## src/rtl/matmul_engine.sv

```systemverilog
// Purpose: N x N unsigned matrix multiply C = A x B, streamed row-major over valid/ready.
// Latency: first element N+1 cycles after start; with ready held high, one element per N+2 cycles.
// Backpressure: while res_ready is low, res_data and res_last are held and no further memory reads occur.
module matmul_engine #(
  parameter int DATA_W = 8,
  parameter int MAX_N  = 4,
  parameter int ADDR_W = 4,
  parameter int ACC_W  = 18
) (
  input  logic              clk,
  input  logic              rst,
  input  logic              start,
  input  logic [2:0]        size,
  output logic [ADDR_W-1:0] a_addr,
  input  logic [DATA_W-1:0] a_data,
  output logic [ADDR_W-1:0] b_addr,
  input  logic [DATA_W-1:0] b_data,
  output logic [ACC_W-1:0]  res_data,
  output logic              res_valid,
  input  logic              res_ready,
  output logic              res_last,
  output logic              busy,
  output logic              done,
  output logic              err
);

  typedef enum logic [2:0] {IDLE, MAC, DRAIN, OUT, FIN} state_t;

  localparam logic [2:0] MAX_N_S = 3'(MAX_N);

  state_t              state_q, state_d;
  logic [2:0]          n_q, i_q, j_q, k_q;
  logic [2:0]          n_m1;
  logic [ACC_W-1:0]    acc_q;
  logic [2*DATA_W-1:0] prod;
  logic                size_ok, last_el, accept;

  assign n_m1    = n_q - 3'd1;
  assign size_ok = (size != 3'd0) && (size <= MAX_N_S);
  assign last_el = (i_q == n_m1) && (j_q == n_m1);
  assign accept  = res_valid && res_ready;
  assign prod    = {{DATA_W{1'b0}}, a_data} * {{DATA_W{1'b0}}, b_data};
  assign busy    = (state_q != IDLE);

  always_ff @(posedge clk or posedge rst) begin
    if (rst) state_q <= IDLE;
    else     state_q <= state_d;
  end

  // Addresses follow the counters; the counters only move in IDLE->MAC, MAC and OUT->MAC,
  // so the address ports naturally hold their last value in every other state.
  always_comb begin
    state_d = state_q;
    a_addr  = ADDR_W'(i_q) * ADDR_W'(n_q) + ADDR_W'(k_q);
    b_addr  = ADDR_W'(k_q) * ADDR_W'(n_q) + ADDR_W'(j_q);
    case (state_q)
      IDLE:    if (start && size_ok) state_d = MAC;
      MAC:     if (k_q == n_m1)      state_d = DRAIN;
      DRAIN:                         state_d = OUT;
      OUT:     if (accept)           state_d = res_last ? FIN : MAC;
      FIN:                           state_d = IDLE;
      default:                       state_d = IDLE;
    endcase
  end

  always_ff @(posedge clk or posedge rst) begin
    if (rst) begin
      n_q       <= '0;
      i_q       <= '0;
      j_q       <= '0;
      k_q       <= '0;
      acc_q     <= '0;
      res_data  <= '0;
      res_valid <= 1'b0;
      res_last  <= 1'b0;
      done      <= 1'b0;
      err       <= 1'b0;
    end else begin
      done <= 1'b0;
      err  <= 1'b0;
      case (state_q)
        IDLE: begin
          if (start) begin
            if (size_ok) begin
              n_q   <= size;
              i_q   <= '0;
              j_q   <= '0;
              k_q   <= '0;
              acc_q <= '0;
            end else begin
              err  <= 1'b1;
              done <= 1'b1;
            end
          end
        end
        MAC: begin
          // read data lags the address by one cycle, so this edge carries the product for k-1
          if (k_q != 3'd0) acc_q <= acc_q + ACC_W'(prod);
          if (k_q != n_m1) k_q <= k_q + 3'd1;
        end
        DRAIN: begin
          res_data  <= acc_q + ACC_W'(prod);
          res_valid <= 1'b1;
          res_last  <= last_el;
        end
        OUT: begin
          if (accept) begin
            res_valid <= 1'b0;
            res_last  <= 1'b0;
            acc_q     <= '0;
            if (!res_last) begin
              k_q <= '0;
              if (j_q == n_m1) begin
                j_q <= '0;
                i_q <= i_q + 3'd1;
              end else begin
                j_q <= j_q + 3'd1;
              end
            end
          end
        end
        FIN:     done <= 1'b1;
        default: ;
      endcase
    end
  end

endmodule

```

## config.mk

```make
export PLATFORM = sky130hd
export DESIGN_NAME = matmul_engine
export DESIGN_NICKNAME = d
export VERILOG_FILES = /design/src/rtl/matmul_engine.sv
export SDC_FILE = /design/constraint.sdc
export NUM_CORES = 1
export LEC_CHECK = 0
export CORE_MARGIN = 3
export CORE_UTILIZATION = 40
export DETAILED_ROUTE_END_ITERATION = 6
export GPL_TIMING_DRIVEN = 1
export PLACE_DENSITY = 0.64
export SKIP_LAST_GASP = 1
export SLEW_MARGIN = 20
export SYNTH_ARGS = -nofsm -noshare
export SYNTH_HDL_FRONTEND = slang
export SYNTH_SLANG_ARGS = --single-unit
export TNS_END_PERCENT = 5
```

## constraint.sdc

```tcl
create_clock -name clk -period 6.09 [get_ports clk]
set_clock_uncertainty 0.2 [all_clocks]
set_input_delay 1.218 -clock clk [delete_from_list [all_inputs] [get_ports clk]]
set_output_delay 1.218 -clock clk [all_outputs]
set_load 0.01 [all_outputs]
```

==> impl_results.md, run 1 <==
* R2R depth at 16
* Sort of element at the start of the critical path: primary input
* Die X-Extent at 124 um
* Commonest cells after routing, fill and taps aside: inv_1, nand2_1, fa_1, ha_1, dfrtp_1
* Post-synthesis area per instance at 9.27 um^2
* Shortest period the worst path allows at 5880 ps
* Register-to-register path setup slack at 1560 ps
* Number of distinct standard cells referenced by the synthesized netlist at 57
* Yosys top cell by area: dfrtp_1
* Final-report max-slew violation count at 0
* Pin count of the biggest net entering global routing at 56
* Area growth from synthesis to layout at 18.0%
* RSZ-0062 raised after global routing: true
* Height of the die at 124 um
* Area of placed instances at 0.00639 mm^2
* Period Utilization, post-route at 96.6%
* First-pass DRT Iterations at 4
* TritonCTS clock tree: done
* Total area of multi-input combinational cells at 0.00369 mm^2
* Commonest register cell after synthesis: dfrtp_1
* Post-CTS setup buffer count at 0
* Fillers at 1322
* Core Region at 0.0134 mm^2
* Reg2Reg Capture Point: res_data[17]
* Met3 capacity usage during global routing at 2.00%
* Global-route wire length before repair at 21400 um
* Clock buffer count from CTS at 5
* CP Data Required Time at 5990 ps
* Most common library cell in the layout ignoring fill and taps: inv_1
* GR Util met2 at 29.3%
* Residual antenna-violating net count after detailed routing at 0
* Tot GR Track Use at 17.4%
* Root cell of the clock tree: clkbuf_16
* Grt total ovfl at 0
* Clock latency reported for the late side of the worst-skew pair at 290 ps
* Count of flip-flops with a built-in enable after synthesis at 0
* Number of global-route vias before repair at 4440
* Startpoint of the most critical register-to-register path: acc_q[7]
* Top area cells in the synthesized netlist: dfrtp_1, fa_1, ha_1, inv_1, nand2_1
* Cell count after synthesis at 600
* Area of all placed cells without fillers at 0.00657 mm^2
* Result of the run: finished clean
* Area fraction of the dominant cell type after synthesis at 24.7%
* Worst slew slack as a fraction of its limit at 30.3%
* Post-detailed-route wirelength per cell at 14.8 um
* Post-route DRC at 0
* Share of flip-flops with an asynchronous set or reset at 100%
* Post-DR vias/cell at 5.00
* Antenna violations before repair at 0
* Ratio of cells with drive above 1 in the final layout at 7.21%
* Overall via count from detail_route at 4212
* Die Area at 0.0154 mm^2
* Effective utilization at floorplan at 41.5%
* Leakage at 3.38 nW
* Post-Syn Nets at 734
* Maximum VDD drop at 0.282 mV
* Post-Syn Area at 0.00556 mm^2
* Number of clock sinks seen by CTS at 55
* Worst hold path type: reg2reg
* Cell Pwr Density at 518 mW/mm^2
* Finish-stage setup viols at 0
* CTS H-tree lvls at 2
* Type of element capturing the critical path: flop
* Top Usage Layer GRT: met2
* Actual transition at the worst max-transition pin at 1040 ps
* Global-route met1 utilization at 24.2%
* Number of max-cap violations at 0
* Port buffer count at 53
* Class of the most critical setup path: in2reg
* RePlAce Congestion at 0.932
* Flip-flop and latch count after synthesis at 55
* CTS clk-pin slew, worst paths at 70 ps
* Arrival time reported for the critical path endpoint at 5790 ps
* I/O pins at 54
* Warnings from Yosys at 0
* Fin cells at 842
* Count of inserted antenna diode cells at 0
* Maximum net fanout on the critical path at 7
* NumNets Final at 799
* Placed cell count at 834
* Sequential-to-total area share from yosys stat at 24.7%
* Final hold violation count at 0
* Timing-limited maximum frequency at 0.170 GHz
* Starting DRT DRC Count at 139
* Setup crit start: a_data[3]
* Buffer depth of the longest clock path at 2
* Area taken by flip-flops and latches at 0.00138 mm^2
* Standard-cell row count at 42
* Fin Hold WS at 292 ps
* Final Routed Wirelength at 12500 um
* DP Wirelength at 10200 um
* Critical path capture point: res_data[17]
repair_timing:
item	CTS	global route
resized for setup	0	1
endpoints found under the setup margin	0	3
hold buffers	0	0
synthesized netlist by cell type (3+ instances only):
cell,number
mux2_2,6
inv_1,108
o21a_1,3
dfrtp_1,55
a21o_1,13
fa_1,56
o21ai_0,21
nand4_1,5
and3_1,3
nand2_1,94
a21oi_1,10
and2_1,39
or3_1,3
xnor2_1,8
nor3_1,3
a31oi_1,7
ha_1,55
nor2b_1,3
mux2i_1,3
buf_4,3
nand3_1,5
clkbuf_1,10
xor2_1,19
nor2_1,18
a22o_1,11
state kept, by name, summed over array words and instances, names as in the netlist:
name / flops
done: 1
n_q: 3
i_q: 3
k_q: 3
res_valid: 1
acc_q: 18
j_q: 3
state_q: 3
err: 1
res_data: 18
res_last: 1
where the power goes:
group / total, mW / leakage [nW] / internal, mW / switching (mW)
combinational: 2.41 / 2.58 / 1.14 / 1.27
clock: 0.333 / 0.0868 / 0.205 / 0.128
sequential: 0.654 / 0.713 / 0.504 / 0.150
total: 3.40 / 3.38 / 1.85 / 1.55
worst max-delay path, cell delays in order:
cell and delay, ps:
clkdlybuf4s50_1 650, nand2_1 130, fa_1 510, fa_1 490
inv_1 60, fa_1 530, inv_1 50, fa_1 540
inv_1 50, ha_1 340, a21o_1 170, nand2_1 80
nand3b_1 110, a311oi_1 310, buf_4 170, mux2i_1 240
a31oi_1 120
stage by stage:
stage / power (mW) / setup slack (ps) / TNS (ps) / util [%]
floorplan: 2.23 / 613 / 0 / -
global placement: 3.02 / -1.48 / -1.48 / 47.7
detailed placement: 3.06 / -21.2 / -66.2 / 47.7
CTS: 3.43 / 221 / 0 / 49.0
global route: 3.75 / -20.0 / -20.0 / 49.0
finish: 3.40 / 210 / 0 / 49.0
how the worst min path moves through the flow:
| stage | start | endpoint | cells past startpoint |
|---|---|---|---|
| 4_1_cts | res_data[15] | res_data[15] | 2 |
| 2_1_floorplan | acc_q[13] | acc_q[13] | 2 |
| 3_5_place_dp | res_data[15] | res_data[15] | 2 |
| 3_3_place_gp | res_data[2] | res_data[2] | 2 |
| 6_report | res_data[3] | res_data[3] | 2 |
| 5_1_grt | res_data[2] | res_data[2] | 2 |
layout make-up:
cell class                      instances  area share, %
Timing Repair Buffer                   75           10.6
Clock buffer                            6           2.12
Tap cell                              176           3.35
Inverter                              108           6.17
Sequential cell                        55           21.0
Multi-Input combinational cell        420           56.3
Clock inverter                          2          0.534
routing by layer:
layer	vias up	part of all wire, %
met5	-	0
met4	0	1.4
met1	2085	47
met2	77	48
met3	12	3.3
li1	2038	-
cells by family after synthesis:
| group | count (synthesis) | share of synthesized area (%) |
|---|---|---|
| AO/OA/AOI/OAI | 83 | 10.5 |
| flip-flops | 55 | 24.7 |
| adder cells (fa/ha/maj) | 111 | 32.5 |
| AND/OR/NAND/NOR | 187 | 16.2 |
| XOR/XNOR | 29 | 5.06 |
| multiplexers | 10 | 2.02 |
| buffers and inverters | 125 | 8.93 |
Power figures use the tool's default switching activity.
==> run 2: changes to the inputs <==
--- a/config.mk
+++ b/config.mk
@@ -7,6 +7,7 @@
 export LEC_CHECK = 0
 export CORE_MARGIN = 3
 export CORE_UTILIZATION = 40
+export CTS_BUF_LIST = sky130_fd_sc_hd__clkbuf_2 sky130_fd_sc_hd__clkbuf_4 sky130_fd_sc_hd__clkbuf_8
 export DETAILED_ROUTE_END_ITERATION = 6
 export GPL_TIMING_DRIVEN = 1
 export PLACE_DENSITY = 0.64
==> run 2 against run 1 <==
Sequential power barely moved. Combinational power barely moved. Non-clock buffer count did not move. Die area did not move. Wire length rose by 0.22%. Worst setup slack improved by 13 ps. Count of clock-buffer cells in the layout did not move.
==> impl_results.md, run 2 (same netlist as run 1, synthesis figures left out) <==
* Result of the run: finished clean
* Residual antenna-violating net count after detailed routing at 0 (unchanged)
* Number of max-cap violations at 0 (unchanged)
* Core Region at 0.0134 mm^2 (unchanged)
* Count of hold-fix buffers inserted at cts at 0 (unchanged)
* Actual transition at the worst max-transition pin at 1090 ps (+48.2 ps)
* Uppermost signal routing layer after detailed routing: met4
* Leakage at 3.35 nW (-0.76%)
* Post-route DRC at 0 (unchanged)
* Area of placed instances at 0.00639 mm^2 (unchanged)
* Period Utilization, post-route at 96.3% (-0.21 points)
* Standard-cell row count at 42 (unchanged)
* Worst slew slack as a fraction of its limit at 27.1% (-3.2 points)
* Root cell of the clock tree: clkbuf_8
* Height of the die at 124 um (unchanged)
* Buffer depth of the longest clock path at 2 (unchanged)
* Grt total ovfl at 0 (unchanged)
* Ratio of cells with drive above 1 in the final layout at 7.21% (unchanged)
* Wire length on met3 at 420 um (+3.4%)
* I/O pins at 54 (unchanged)
* Total net switching power at 1.54 mW (-0.60%)
* Overall power of the completed layout at 3.32 mW (-2.4%)
* Internal cell power at 1.78 mW (-3.9%)
* NumNets Final at 799 (unchanged)
* Routed wire length on met2 at 6060 um (+0.73%)
* Fin cells at 842 (unchanged)
* Timing-limited maximum frequency at 0.170 GHz (+0.22%)
* Starting DRT DRC Count at 129 (-7.2%)
* CP Data Required Time at 6010 ps (+20 ps)
* Overall via count from detail_route at 4166 (-1.1%)
* CTS clk-pin slew, worst paths at 90 ps (+20 ps)
* Count of inserted antenna diode cells at 0 (unchanged)
* RePlAce Congestion at 0.932 (unchanged)
* Clock share of power at 7.7% (-2.1 points)
* Shortest period the worst path allows at 5870 ps (-12.9 ps)
* Die Area at 0.0154 mm^2 (unchanged)
* Final hold violation count at 0 (unchanged)
* Placed cell count at 834 (unchanged)
* Class of the most critical setup path: in2reg
* Post-detailed-route wirelength per cell at 14.8 um (+0.22%)
* Die X-Extent at 124 um (unchanged)
* Clock latency reported for the late side of the worst-skew pair at 310 ps (+20 ps)
* Sort of element at the start of the critical path: primary input
* CTS H-tree lvls at 2 (unchanged)
* Clock buffer count from CTS at 5 (unchanged)
* Tot GR Track Use at 17.4% (about the same)
* Maximum VDD drop at 0.237 mV (-16%)
* Finish-stage setup viols at 0 (unchanged)
* Fin Hold WS at 298 ps (+5.45 ps)
* Area growth from synthesis to layout at 17.0%
* Most common library cell in the layout ignoring fill and taps: inv_1
* Type of element capturing the critical path: flop
* Post-DR vias/cell at 4.95 (-1.1%)
* Port buffer count at 53 (unchanged)
* Final Routed Wirelength at 12500 um (+0.22%)
* Setup WS pre-CTS at -21.2 ps (unchanged)
* DP Wirelength at 10200 um (unchanged)
* Antenna violations before repair at 0 (unchanged)
* Effective utilization at floorplan at 41.5% (unchanged)
* Worst hold path type: reg2reg
* Post-cts resize count at 0 (unchanged)
* Post-CTS setup buffer count at 0 (unchanged)
* Final-report max-slew violation count at 0 (unchanged)
* Largest registers: acc_q (18), res_data (18)
* Part of the total power dissipated in sequential elements at 19.7% (+0.5 points)
* First-pass DRT Iterations at 4 (unchanged)
* Number of global-route vias before repair at 4432 (-0.18%)
* Fraction of power consumed by combinational cells at 72.7% (+1.7 points)
* Arrival time reported for the critical path endpoint at 5790 ps (about the same)
* Commonest cells after routing, fill and taps aside: inv_1, nand2_1, fa_1, ha_1, dfrtp_1
* Switching fraction of total power at 46.4% (+0.84 points)
* Fillers at 1333 (+0.83%)
* Maximum net fanout on the critical path at 8 (+1)
* Smallest setup slack after layout at 223 ps (+12.9 ps)
* RSZ-0062 raised after global routing: false
* Area of all placed cells without fillers at 0.00651 mm^2 (-0.86%)
* Cell Pwr Density at 510 mW/mm^2 (-1.6%)
* Global-route wire length before repair at 21400 um (about the same)
* Pin count of the biggest net entering global routing at 56 (unchanged)
* Number of clock sinks seen by CTS at 55 (unchanged)
* WL met1 at 5830 um (-0.36%)
* TritonCTS clock tree: done
[run 2: cell types whose count changed in the layout (fill, tap and decap cells not counted)]
cell / change
clkbuf_16: -5
clkbuf_8: +5
[run 2: cell type report]
cell class / instances / area, um^2 / area share, %
Inverter: 108 / 405 / 6.23
Tap cell: 176 / 220 / 3.38
Sequential cell: 55 / 1380 / 21.1
Clock inverter: 2 / 35.0 / 0.538
Multi-Input combinational cell: 420 / 3690 / 56.7
Clock buffer: 6 / 82.6 / 1.27
Timing Repair Buffer: 75 / 696 / 10.7
[run 2: worst paths after layout]
check	startpoint	endpoint	slack (ps)	cells past startpoint
max	b_data[3]	res_data[17]	220	17
min	res_data[0]	res_data[0]	300	2
max reg2reg	acc_q[7]	res_data[17]	1550	16
min reg2reg	res_data[0]	res_data[0]	300	2
max in group asynchronous	rst	res_data[0]	3990	3
min in group asynchronous	rst	state_q[0]	1220	3
[run 2: power by group through the flow]
stage	Combinational, mW	Clock, mW	Sequential, mW
floorplan	1.60	0	0.623
global placement	2.36	0	0.660
detailed placement	2.40	0	0.660
CTS	2.43	0.260	0.654
global route	2.73	0.273	0.672
finish	2.41	0.254	0.653
[run 2: critical path: stages]
cell and delay [ps]:
clkdlybuf4s50_1 680, nand2_1 130, fa_1 490, fa_1 490, inv_1 60, fa_1 530
inv_1 50, fa_1 540, inv_1 50, ha_1 340, a21o_1 170, nand2_1 80
nand3b_1 110, a311oi_1 310, buf_4 170, mux2i_1 240, a31oi_1 130
[run 2: per-layer routing]
metal  GRT usage [%]  up-vias
met3            2.00       10
met5               0        -
met4            3.83        0
met1            24.3     2050
met2            29.2       70
li1                -     2036
[run 2: stage by stage]
stage | TNS, ps | utilization, %
2_1_floorplan | 0 | -
3_3_place_gp | -1.48 | 47.7
3_5_place_dp | -66.2 | 47.7
4_1_cts | 0 | 48.5
5_1_grt | 0 | 48.6
6_report | 0 | 48.6
==> run 3: changes to the inputs <==
--- a/config.mk
+++ b/config.mk
@@ -5,6 +5,7 @@
 export SDC_FILE = /design/constraint.sdc
 export NUM_CORES = 1
 export LEC_CHECK = 0
+export ABC_CLOCK_PERIOD_IN_PS = 6090
 export CORE_MARGIN = 3
 export CORE_UTILIZATION = 40
 export CTS_BUF_LIST = sky130_fd_sc_hd__clkbuf_2 sky130_fd_sc_hd__clkbuf_4 sky130_fd_sc_hd__clkbuf_8
==> results of run 3 <==
No change in the layout: final DEF, timing and power equal those of run 2.
